[config.mk]
export PLATFORM = sky130hd
export DESIGN_NAME = skid_pipeline_register
export DESIGN_NICKNAME = d
export VERILOG_FILES = /design/src/rtl/skid_pipeline_register_pkg.sv /design/src/rtl/skid_pipeline_register.sv
export SDC_FILE = /design/constraint.sdc
export NUM_CORES = 1
export LEC_CHECK = 0
export ABC_AREA = 1
export BUFFER_PORTS_ARGS = -buffer_cell sky130_fd_sc_hd__buf_2
export CAP_MARGIN = 15
export CORE_MARGIN = 2
export CORE_UTILIZATION = 48
export CTS_BUF_LIST = sky130_fd_sc_hd__clkbuf_16
export CTS_CLUSTER_DIAMETER = 150
export DETAILED_ROUTE_END_ITERATION = 16
export HOLD_SLACK_MARGIN = 0.15
export PLACE_DENSITY = 0.78
export SLEW_MARGIN = 30
export SYNTH_ARGS = -nofsm -noshare
export SYNTH_HDL_FRONTEND = slang
export SYNTH_SLANG_ARGS = --single-unit
[constraint.sdc]
create_clock -name CLK -period 4.2 [get_ports CLK]
set_clock_uncertainty 0.1 [all_clocks]
set_input_delay 0.42 -clock CLK [delete_from_list [all_inputs] [get_ports CLK]]
set_output_delay 0.42 -clock CLK [all_outputs]
set_load 0.005 [all_outputs]
[src/rtl/skid_pipeline_register_pkg.sv]
`default_nettype none
// ============================================================================
//  Module   : skid_pipeline_register_pkg
//  Brief    : Shared definitions for the two-entry skid pipeline register.
//  Revision : 1.0 - initial release
// ============================================================================
package skid_pipeline_register_pkg;

   // Occupancy state of the two-entry buffer (MAIN drives the outputs).
   typedef enum logic [1:0] {
      ST_EMPTY = 2'd0,
      ST_ONE   = 2'd1,
      ST_FULL  = 2'd2
   } skid_state_t;

   // Number of held entries for a given state.
   function automatic logic [1:0] occupancy_of(input skid_state_t s);
      logic [1:0] n;
      n = 2'd0;
      case (s)
         ST_EMPTY: n = 2'd0;
         ST_ONE:   n = 2'd1;
         ST_FULL:  n = 2'd2;
         default:  n = 2'd0;
      endcase
      return n;
   endfunction

endpackage
`default_nettype wire

[src/rtl/skid_pipeline_register.sv]
`default_nettype none
// ============================================================================
//  Module   : skid_pipeline_register
//  Brief    : Two-entry valid/ready pipeline register with a registered
//             IN_READY, synchronous flush and a saturating stall counter.
//  Revision : 1.0 - initial release
// ============================================================================
module skid_pipeline_register
   import skid_pipeline_register_pkg::*;
#(
   parameter int CTRL_W = 8,
   parameter int DATA_W = 101,
   parameter int CNT_W  = 16
) (
   input  logic              CLK,
   input  logic              RST_N,
   input  logic              FLUSH,
   input  logic              IN_VALID,
   output logic              IN_READY,
   input  logic [CTRL_W-1:0] IN_CTRL,
   input  logic [DATA_W-1:0] IN_DATA,
   output logic              OUT_VALID,
   input  logic              OUT_READY,
   output logic [CTRL_W-1:0] OUT_CTRL,
   output logic [DATA_W-1:0] OUT_DATA,
   output logic [1:0]        OCCUPANCY,
   output logic [CNT_W-1:0]  STALL_CNT
);

   skid_state_t       r_state;
   logic              r_in_ready;
   logic [CTRL_W-1:0] r_main_ctrl;
   logic [CTRL_W-1:0] r_skid_ctrl;
   logic [DATA_W-1:0] r_main_data;
   logic [DATA_W-1:0] r_skid_data;
   logic [CNT_W-1:0]  r_stall_cnt;

   logic w_out_valid;
   logic w_in_fire;
   logic w_out_fire;
   logic w_main_load_in;
   logic w_main_load_skid;
   logic w_skid_load_in;
   logic w_stall;

   assign w_out_valid = (r_state != ST_EMPTY);
   assign w_in_fire   = IN_VALID & r_in_ready;
   assign w_out_fire  = w_out_valid & OUT_READY;
   assign w_stall     = w_out_valid & ~OUT_READY;

   // Load strobes shared by the ctrl (reset) and data (unreset) registers.
   // A flush suppresses every load, so a same-cycle input is discarded.
   assign w_main_load_in   = ~FLUSH & w_in_fire &
                             ((r_state == ST_EMPTY) | ((r_state == ST_ONE) & w_out_fire));
   assign w_skid_load_in   = ~FLUSH & w_in_fire & (r_state == ST_ONE) & ~w_out_fire;
   assign w_main_load_skid = ~FLUSH & (r_state == ST_FULL) & w_out_fire;

   // Occupancy FSM with registered IN_READY and the reset/flush-cleared ctrl fields.
   always_ff @(posedge CLK or negedge RST_N) begin
      if (!RST_N) begin
         r_state     <= ST_EMPTY;
         r_in_ready  <= 1'b0;
         r_main_ctrl <= '0;
         r_skid_ctrl <= '0;
      end else if (FLUSH) begin
         r_state     <= ST_EMPTY;
         r_in_ready  <= 1'b1;
         r_main_ctrl <= '0;
         r_skid_ctrl <= '0;
      end else begin
         case (r_state)
            ST_EMPTY: begin
               r_in_ready <= 1'b1;
               if (w_in_fire) r_state <= ST_ONE;
            end
            ST_ONE: begin
               if (w_in_fire && !w_out_fire) begin
                  r_state    <= ST_FULL;
                  r_in_ready <= 1'b0;
               end else begin
                  r_in_ready <= 1'b1;
                  if (!w_in_fire && w_out_fire) r_state <= ST_EMPTY;
               end
            end
            ST_FULL: begin
               if (w_out_fire) begin
                  r_state    <= ST_ONE;
                  r_in_ready <= 1'b1;
               end else begin
                  r_in_ready <= 1'b0;
               end
            end
            default: begin
               r_state    <= ST_EMPTY;
               r_in_ready <= 1'b1;
            end
         endcase

         if (w_main_load_in)        r_main_ctrl <= IN_CTRL;
         else if (w_main_load_skid) r_main_ctrl <= r_skid_ctrl;
         if (w_skid_load_in)        r_skid_ctrl <= IN_CTRL;
      end
   end

   // Data payload: no reset, written only on an actual load so idle cycles do not toggle it.
   always_ff @(posedge CLK) begin
      if (w_main_load_in)        r_main_data <= IN_DATA;
      else if (w_main_load_skid) r_main_data <= r_skid_data;
      if (w_skid_load_in)        r_skid_data <= IN_DATA;
   end

   // Saturating count of cycles where an entry is offered but not taken; flush leaves it alone.
   always_ff @(posedge CLK or negedge RST_N) begin
      if (!RST_N) begin
         r_stall_cnt <= '0;
      end else if (w_stall && !(&r_stall_cnt)) begin
         r_stall_cnt <= r_stall_cnt + CNT_W'(1);
      end
   end

   assign IN_READY  = r_in_ready;
   assign OUT_VALID = w_out_valid;
   assign OUT_CTRL  = w_out_valid ? r_main_ctrl : '0;
   assign OUT_DATA  = r_main_data;
   assign OCCUPANCY = occupancy_of(r_state);
   assign STALL_CNT = r_stall_cnt;

endmodule
`default_nettype wire

==> results of run 1 <==
==> stage by stage <==
step / setup WS (ps) / cells
2_1_floorplan: 51.3 / 805
3_3_place_gp: 1220 / 1291
3_5_place_dp: 1110 / 1291
4_1_cts: 1100 / 1448
5_1_grt: 875 / 1448
6_report: 1130 / 1448
==> where the power goes <==
group	switching (mW)	internal (mW)	total, mW
Combinational	0.786	0.458	1.24
Clock	0.928	1.35	2.27
Sequential	0.128	3.00	3.13
==> cell type report <==
cell class | instances | share of cell area, %
multi-input combinational | 502 | 16.5
clock inverter | 21 | 1.78
tap | 265 | 2.59
timing repair buffer | 359 | 18.7
sequential | 237 | 54.3
inverter | 39 | 1.19
clock buffer | 25 | 4.89
==> worst max-delay path, cell delays in order (launching register included) <==
cell and delay (ps):
dfrtp_1 410, inv_1 100, ha_1 520, nor2_8 100
a21oi_2 170, nand2_4 340, nand2_4 600, buf_12 330
==> routing by layer <==
metal | global-route usage (%) | part of all wire (%) | vias to the layer above
li1 | - | - | 3370
met1 | 25.3 | 40 | 3268
met2 | 37.2 | 51 | 281
met3 | 4.03 | 7.1 | 40
met4 | 6.19 | 2.0 | 0
met5 | 0 | 0 | -
==> cells by family after synthesis <==
family / count (synthesis) / share of synthesized area, %
XOR/XNOR: 7 / 0.652
AO/OA/AOI/OAI: 34 / 2.01
AND/OR/NAND/NOR: 455 / 18.8
flip-flops: 237 / 73.9
buffers and inverters: 66 / 3.85
adder cells (fa/ha/maj): 6 / 0.799
==> cells in the mapped netlist <==
cell type	n
dfrtp_1	35
xnor2_1	7
buf_6	13
nand4_1	7
ha_1	6
nor2_1	29
a21oi_2	1
nand3_1	11
inv_2	3
clkinv_1	1
nand2_1	405
o21ai_4	1
nand3_2	1
buf_4	2
inv_1	34
edfxtp_1	202
nor2_4	1
inv_4	1
o2111ai_1	1
buf_2	5
nor2_8	1
clkbuf_1	7
o21ai_0	31
==> how the worst max path moves through the flow <==
stage                                      end              startpoint  slack [ps]  cells after the start
floorplan             r_skid_data[0]$_DFFE_PP_  r_state[0]$_DFFE_PN0P_          50                      7
global placement        OUT_DATA[61]$_DFFE_PP_  r_state[0]$_DFFE_PN0P_        1220                      7
detailed placement      OUT_DATA[76]$_DFFE_PP_  r_state[0]$_DFFE_PN0P_        1110                      7
CTS                     OUT_DATA[71]$_DFFE_PP_  r_state[0]$_DFFE_PN0P_        1100                      7
global route        r_main_ctrl[2]$_DFFE_PN0P_  r_state[0]$_DFFE_PN0P_         880                     10
finish                  OUT_DATA[98]$_DFFE_PP_  r_state[0]$_DFFE_PN0P_        1130                      7
==> flip-flops by register name, indices dropped and copies added (netlist names) <==
signal / cells
IN_READY: 1
OUT_DATA: 101
STALL_CNT: 16
r_main_ctrl: 8
r_skid_ctrl: 8
r_skid_data: 101
r_state: 2
==> what timing repair did <==
item / in CTS / in global routing
hold buffers: 111 / 0
hold endpoints to repair: 253 / 0
setup buffers: 0 / 0
==> metrics, run 1 <==
vias in the first global route=roughly 6.8k; syn_nets=between 900 and 1k; worst reg2reg path startpoint=r_state[0]$_DFFE_PN0P_; Post-DP HPWL=13500 um; commonest cells after routing, fill and taps aside=nand2_1 (403), buf_2 (242), edfxtp_1 (202), dlygate4sd3_1 (111), inv_1 (36); RSZ-0062 raised after global routing=no; cell area after layout=0.0128 sq mm; Mapped Cells=805; pin count of the biggest net entering global routing=67; Max FO, Critical Path=54; first-pass GRT wire length=roughly 34000 um; die width=144 um; TritonRoute pass-1 iters=5; Setup Viol. Count Final=0; Placed Area=~0.011 sq mm; Area contributors post-synth=edfxtp_1 (65%), nand2_1 (16%), dfrtp_1 (9.3%); Crit Path Category=flip-flop to flip-flop; CTS Sinks=about 240; Synth top area share=between 60% and 70%; gpl congestion=around 0.80; sequential area share after synthesis=between 70 and 80%; Hold WS=~180 ps; PD cells=around 520 mW/mm^2; CTS tree=built; Layout Nets=1284; final core utilization=around two thirds; worst min path class=input port to flip-flop; grt ovf=0; WL per Instance=around 15 um; hold depth=4; worst reg-to-reg setup slack=1130 ps; Worst setup EP type=flip-flop; I/O pin count=243; clock latency on the worst-skew pair=around 530 ps; H-tree depth=1; via count=roughly 7.0k; mapped cell area=between 0.009 and 0.01 sq mm; max-cap viol count=0; Worst-path clk slew=approximately 60 ps; Worst Hold Path EP=STALL_CNT[12]$_DFFE_PN0P_; Fin Setup TNS=0 ps; DRC viols=0; status=completed; FF+latch count, synth=237; Fillers=about 1.4k; synth unique cells=23; global-route usage over all layers=20.7%; wirelength, routed=between 20000 and 25000 um; antenna violations before repair=0; R2R depth=7; syn_area_per_cell=between 10 and 15 sq um; Final Max Tran Viols=0; worst reg2reg endpoint=OUT_DATA[98]$_DFFE_PP_; max_slew headroom=45.9%; IO Port Bufs=about 240; # diodes=0; Antenna Nets Post-Route=0; Hold Path Origin=OUT_READY; Num CTS Buffers=25; Critical Path Start Type=flip-flop; FP Rows=51; share of cells above drive strength 1=approximately a quarter; Worst Max-Slew Pin Slew=811 ps; Tmin final=3070 ps; clk buf depth=3; starting DRC count in detailed routing=450; CTS-repair resized insts=0; Core ar.=0.0193 sq mm; most common cell after layout, fill and taps aside=nand2_1; Multi-input gate area=around 0.0021 sq mm; Reg area=between 0.006 and 0.007 sq mm; die height=144 um; Hold Vio Cnt, Final=0; initial core utilization=approximately half; area leader, netlist=edfxtp_1; Pwr Total=approximately 6.7 mW; Worst Path Arrival=about 3200 ps; worst path required time=4300 ps; CTS Root Cell=clkbuf_16; Vias/cell=between 4 and 5; Die ar.=between 0.02 and 0.025 sq mm; maximum vdd drop=about 0.52 mV; Lkg Pwr=roughly 5.6 nW; FMAX=approximately 0.33 GHz; Syn-to-layout area delta=36.0%; Synth warnings=0; period utilization=between 70 and 80%
Power figures use the tool's default switching activity.
==> inputs of run 2 (changes only) <==
--- a/config.mk
+++ b/config.mk
@@ -9,7 +9,7 @@
 export BUFFER_PORTS_ARGS = -buffer_cell sky130_fd_sc_hd__buf_2
 export CAP_MARGIN = 15
 export CORE_MARGIN = 2
-export CORE_UTILIZATION = 48
+export CORE_UTILIZATION = 50
 export CTS_BUF_LIST = sky130_fd_sc_hd__clkbuf_16
 export CTS_CLUSTER_DIAMETER = 150
 export DETAILED_ROUTE_END_ITERATION = 16
==> constraint.sdc (replaced) <==
create_clock -name CLK -period 3 [get_ports CLK]
set_clock_uncertainty 0.1 [all_clocks]
set_input_delay 0.3 -clock CLK [delete_from_list [all_inputs] [get_ports CLK]]
set_output_delay 0.3 -clock CLK [all_outputs]
set_load 0.005 [all_outputs]
==> metrics, run 2 (synthesized netlist as in run 1, its figures left out) <==
status=completed; first-pass GRT wire length=35800 um (+6.2%); share of cells above drive strength 1=25.4% (about the same); Die ar.=0.0199 sq mm (-3.9%); starting DRC count in detailed routing=510 (+13%); antenna violations before repair=1 (+1); R2R depth=10 (+3); Final Max Tran Viols=0 (unchanged); CTS tree=built; post-route setup slack=444 ps (-685 ps); worst path required time=3160 ps (-1140 ps); Vias/cell=4.93 (+2.6%); Core ar.=0.0186 sq mm (-3.9%); H-tree depth=1 (unchanged); RSZ-0062 raised after global routing=no; Fin Setup TNS=0 ps (unchanged); worst min path class=input port to asynchronous set/reset pin; commonest cells after routing, fill and taps aside=nand2_1 (403), buf_2 (242), edfxtp_1 (202), dlygate4sd3_1 (112), inv_1 (36); most common cell after layout, fill and taps aside=nand2_1; TritonRoute pass-1 iters=5 (unchanged); Pwr Total=9.13 mW (+37%); CTS Sinks=237 (unchanged); PD cells=717 mW/mm^2 (+38%); gpl congestion=0.840 (+4.5%); Slowest cell on crit path=ha_1; grt ovf=0 (unchanged); clk buf depth=3 (unchanged); worst reg2reg path startpoint=r_state[0]$_DFFE_PN0P_; die width=141 um (-2.0%); Setup Viol. Count Final=0 (unchanged); FP Rows=50 (-2.0%); worst reg-to-reg setup slack=440 ps (-690 ps); Placed Area=0.0108 sq mm (about the same); Layout Nets=1287 (+0.23%); Worst Path Arrival=2720 ps (-450 ps); CP cell instances=inv_1, ha_1, nor2_8, a21oi_2, nand2_4, buf_4, clkinv_2, buf_4, nand2_1, nand2_1; Fillers=1284 (-8.2%); Post-DP HPWL=13600 um (+0.72%); Worst Max-Slew Pin Slew=838 ps (+27.4 ps); Max FO, Critical Path=39 (-28%); vias in the first global route=7107 (+4.6%); die height=141 um (-2.0%); Tmin final=2560 ps (-515 ps); Antenna Nets Post-Route=0 (unchanged); max-cap viol count=0 (unchanged); Worst setup EP type=flip-flop; via count=7008 (+0.70%); Max stage delay on crit path=400 ps (-200 ps); Hold WS=302 ps (+117 ps); wirelength, routed=22800 um (+3.5%); pin count of the biggest net entering global routing=80 (+19%); worst reg2reg endpoint=OUT_DATA[76]$_DFFE_PP_; maximum vdd drop=0.570 mV (+9.9%); cell area after layout=0.0127 sq mm (-0.41%); I/O pin count=243 (unchanged); IO Port Bufs=242 (unchanged); global-route usage over all layers=22.6% (+1.9 points); DP Worst Slack=426 ps (-685 ps); initial core utilization=50.6% (+2.0 points); FMAX=0.391 GHz (+20%); clock latency on the worst-skew pair=530 ps (about the same); WL per Instance=16.0 um (+5.5%); Num CTS Buffers=25 (unchanged); Syn-to-layout area delta=35.4%; Hold Vio Cnt, Final=0 (unchanged); DRC viols=0 (unchanged); period utilization=85.2% (+12 points); Crit Path Category=flip-flop to flip-flop; CTS Root Cell=clkbuf_16; postcts setup bufs=0 (unchanged); Worst-path clk slew=60 ps (about the same); Lkg Pwr=5.58 nW (about the same); max_slew headroom=44.1% (-1.8 points); Critical Path Start Type=flip-flop
## run 2: cell count changes in the layout (fill, tap and decap cells not counted)
| cell | change |
|---|---|
| clkinv_2 | +5 |
| diode_2 | +1 |
| dlygate4sd3_1 | +1 |
| inv_6 | -1 |
| buf_12 | +2 |
| clkinv_1 | +1 |
| inv_8 | -1 |
| bufinv_16 | -2 |
| clkinvlp_4 | -2 |
## run 2: worst max path at each step
stage,from,end,slack [ps],cells past startpoint
detailed placement,r_state[0]$_DFFE_PN0P_,OUT_DATA[52]$_DFFE_PP_,430,8
CTS,r_state[0]$_DFFE_PN0P_,OUT_DATA[78]$_DFFE_PP_,420,10
finish,r_state[0]$_DFFE_PN0P_,OUT_DATA[76]$_DFFE_PP_,440,10
global placement,r_state[0]$_DFFE_PN0P_,OUT_DATA[94]$_DFFE_PP_,500,10
global route,r_state[1]$_DFFE_PN0P_,OUT_DATA[7]$_DFFE_PP_,210,10
floorplan,r_state[0]$_DFFE_PN0P_,OUT_DATA[0]$_DFFE_PP_,30,8
## run 2: metal layers
| metal | global-route usage, % | share of wire (%) |
|---|---|---|
| met1 | 27.9 | 39 |
| met2 | 38.8 | 50 |
| met3 | 4.28 | 7.0 |
| met4 | 10.1 | 4.2 |
| met5 | 0 | 0 |
## run 2: power breakdown
group          switching (mW)  internal, mW
logic                    1.12         0.666
clock network            1.27          1.70
registers               0.177          4.20
total                    2.56          6.57
## run 2: area by class of cell
cell class / instances / area, sq um / area share [%]
Sequential cell: 237 / 6940 / 54.5
Timing Repair Buffer: 362 / 2440 / 19.2
Multi-Input combinational cell: 502 / 2110 / 16.6
Clock buffer: 25 / 626 / 4.91
Tap cell: 234 / 293 / 2.30
Clock inverter: 21 / 161 / 1.27
Inverter: 39 / 153 / 1.20
Antenna cell: 1 / 2.50 / 0.0197
## run 2: critical path, delay by kind of cell (launching register included)
kind,cells,cell delay [ps]
simple gates,4,470
flops,1,390
fa+ha+maj,1,400
buf+inv,4,850
compound gates,1,60
## run 2: repair_timing
| item | in CTS | in global routing |
|---|---|---|
| resized for setup | 0 | 0 |
| hold buffers | 112 | 0 |
| endpoints found under the hold margin | 258 | 0 |
## run 2: metrics by stage
step	std cells	utilization (%)
after floorplan	805	-
after global placement	1262	58.2
after detailed placement	1262	58.2
after CTS	1420	68.5
after global routing	1421	68.5
final	1421	68.5
==> inputs of run 3 (changes only) <==
--- a/config.mk
+++ b/config.mk
@@ -5,7 +5,6 @@
 export SDC_FILE = /design/constraint.sdc
 export NUM_CORES = 1
 export LEC_CHECK = 0
-export ABC_AREA = 1
 export BUFFER_PORTS_ARGS = -buffer_cell sky130_fd_sc_hd__buf_2
 export CAP_MARGIN = 15
 export CORE_MARGIN = 2
@@ -15,6 +14,7 @@
 export DETAILED_ROUTE_END_ITERATION = 16
 export HOLD_SLACK_MARGIN = 0.15
 export PLACE_DENSITY = 0.78
+export SETUP_SLACK_MARGIN = 0.05
 export SLEW_MARGIN = 30
 export SYNTH_ARGS = -nofsm -noshare
 export SYNTH_HDL_FRONTEND = slang
==> metrics, run 3 <==
initial core utilization=50.8% (+0.21 points); Hold WS=167 ps (-135 ps); pin count of the biggest net entering global routing=57 (-29%); Int Power=6.68 mW (+1.7%); status=completed; Crit Path Category=flip-flop to flip-flop; Core ar.=0.0179 sq mm (-3.6%); mux cell area share after synthesis=14.1% (+14 points); global-route usage over all layers=21.5% (-1.1 points); vias in the first global route=6230 (-12%); Area contributors post-synth=edfxtp_1 (67%), mux2_2 (13%), dfrtp_1 (9.6%); H-tree depth=1 (unchanged); FF+latch count, synth=237 (unchanged); wirelength, routed=20700 um (-8.9%); synth unique cells=35 (+52%); mapped cell area=0.00909 sq mm (-3.2%); grt ovf=0 (unchanged); Pwr Total=8.85 mW (-3.1%); Post-DP HPWL=13100 um (-3.8%); FMAX=0.405 GHz (+3.5%); critical path's top delay family=buffers and inverters; Worst setup EP type=flip-flop; max_slew headroom=47.6% (+3.5 points); Logic pwr share=18.2% (-1.4 points); starting DRC count in detailed routing=368 (-28%); Worst Path Arrival=2620 ps (-100 ps); CTS tree=built; clk buf depth=3 (unchanged); Mapped Cells=498 (-38%); most common cell after layout, fill and taps aside=buf_2; most frequent cells after synthesis=edfxtp_1 (202), mux2_2 (103), dfrtp_1 (35); Post-Synth Simple-Gate Area=4.66% (-14 points); worst path required time=3150 ps (about the same); Worst-path clk slew=60 ps (about the same); PD cells=703 mW/mm^2 (-2.0%); maximum vdd drop=0.645 mV (+13%); Max stage delay on crit path=440 ps (+40 ps); post-route setup slack=530 ps (+86.2 ps); die width=139 um (-1.6%); antenna violations before repair=0 (-1); max-cap viol count=0 (unchanged); Crit path buffers/inverters=2 (-2); area leader, netlist=edfxtp_1; via count=5702 (-19%); Sequential Power Share=48.6% (+0.6 points); WL per Instance=18.5 um (+16%); CTS Root Cell=clkbuf_16; Syn-to-layout area delta=38.5%; Setup Viol. Count Final=0 (unchanged); Worst Max-Slew Pin Slew=786 ps (-52.7 ps); Synth top area share=66.7% (+2.2 points); I/O pin count=243 (unchanged); DP Worst Slack=532 ps (+107 ps); period utilization=82.3% (-2.9 points); Synth warnings=0 (unchanged); Vias/cell=5.10 (+3.3%); IO Port Bufs=242 (unchanged); syn_area_per_cell=18.3 sq um (+56%); RSZ-0062 raised after global routing=no; FP Rows=49 (-2.0%); post-synthesis adder-cell area fraction=0.826% (+0.027 points); Slowest cell on crit path=buf_4; commonest cells after routing, fill and taps aside=buf_2 (242), edfxtp_1 (202), dlygate4sd3_1 (111), mux2_2 (103), dfrtp_1 (35); Critical Path Start Type=flip-flop; compound-cell area share of the yosys netlist=1.57% (-0.44 points); fraction of registers with async set/reset=14.8% (unchanged); Post-synth EDFFs=202 (unchanged); Hold Vio Cnt, Final=0 (unchanged); sequential area share after synthesis=76.3% (+2.5 points); Die ar.=0.0193 sq mm (-3.2%); gpl congestion=0.824 (-1.9%); CP cell instances=inv_2, ha_1, a21oi_1, nor3_2, buf_4, mux2_2; Antenna Nets Post-Route=0 (unchanged); first-pass GRT wire length=33300 um (-6.9%); TritonRoute pass-1 iters=4 (-1); # diodes=0 (-1); largest family of logic cells by synthesized area=multiplexers; power share of the clock group=33.2% (+0.8 points); Most used DFF post-synth=edfxtp_1; share of cells above drive strength 1=45.2% (+20 points); Psw=2.17 mW (-15%); Max FO, Critical Path=30 (-23%); syn_nets=618 (-33%); Lkg Pwr=5.07 nW (-9.2%); worst min path class=input port to flip-flop; Post-Synth XOR/XNOR Area=1.06% (+0.41 points); Fin Setup TNS=0 ps (unchanged); Net Sw Frac=24.5% (-3.5 points); Layout Nets=992 (-23%); Final Max Tran Viols=0 (unchanged); Num CTS Buffers=25 (unchanged); clock latency on the worst-skew pair=500 ps (-30 ps); CTS Sinks=237 (unchanged); die height=139 um (-1.6%); Tmin final=2470 ps (-86.2 ps); postcts setup bufs=0 (unchanged); final core utilization=70.3% (+1.8 points); DRC viols=0 (unchanged); count leader, synth=edfxtp_1
run 3: cell types whose count changed after synthesis, sizes merged, moves of 9 or more:
| cell | delta |
|---|---|
| xor2 | +9 |
| nor2 | -22 |
| mux2i | +12 |
| o21ai | -14 |
| mux2 | +103 |
| inv | -24 |
| nand2 | -390 |
run 3: what timing repair did:
action / 4_1_cts / 5_1_grt
hold endpoints to repair: 254 / 0
hold buffers: 111 / 0
endpoints found under the setup margin: 0 / 0
gates resized for setup: 0 / 0
run 3: metal layers:
layer  up-vias  routed length (um)  track usage [%]
met5         -                   0                0
met4         0                 619             7.34
met3        45                1250             4.87
met2       209               10600             36.7
met1      2798                8250             27.4
li1       2650                   -                -
run 3: area by class of cell:
cell class | instances | area [sq um]
repair buffers | 364 | 2450
clock buffers | 25 | 626
inverters | 14 | 56.3
flip-flops and latches | 237 | 6940
clock inverters | 20 | 155
well taps | 229 | 287
multi-input cells | 230 | 2070
fillers | 1164 | 5310
run 3: tightest hold or removal path, delay by kind of cell:
family        cells  cell delay (ps)
simple gates      1              100
buf+inv           1              170
xor+xnor          1              140
run 3: power by group through the flow:
stage | logic [mW] | registers (mW) | clock network, mW
after CTS | 1.62 | 4.30 | 3.00
after global placement | 1.42 | 4.34 | 0
after floorplan | 0.817 | 4.38 | 0
after detailed placement | 1.50 | 4.36 | 0
after global routing | 1.75 | 4.34 | 3.14
final | 1.61 | 4.31 | 2.94
run 3: cell families after synthesis:
| kind of cell | count (synthesis) |
|---|---|
| flops | 237 |
| mux | 115 |
| simple gates | 71 |
| buf+inv | 31 |
| compound gates | 27 |
| xor+xnor | 11 |
| fa+ha+maj | 6 |
run 3: metrics by stage:
stage / cell area [sq um] / std cells
2_1_floorplan: 9160 / 498
3_3_place_gp: 10700 / 963
3_5_place_dp: 10700 / 963
4_1_cts: 12600 / 1119
5_1_grt: 12600 / 1119
6_report: 12600 / 1119
run 3: final timing paths:
check | startpoint | to | slack [ps] | cells past startpoint
max | r_state[1]$_DFFE_PN0P_ | OUT_DATA[38]$_DFFE_PP_ | 530 | 6
min | OUT_READY | STALL_CNT[0]$_DFFE_PN0P_ | 170 | 3
max reg2reg | r_state[1]$_DFFE_PN0P_ | OUT_DATA[38]$_DFFE_PP_ | 530 | 6
min reg2reg | r_skid_ctrl[0]$_DFFE_PN0P_ | r_skid_ctrl[0]$_DFFE_PN0P_ | 420 | 2
max in group asynchronous | RST_N | STALL_CNT[12]$_DFFE_PN0P_ | 1980 | 2
min in group asynchronous | RST_N | STALL_CNT[4]$_DFFE_PN0P_ | 320 | 2
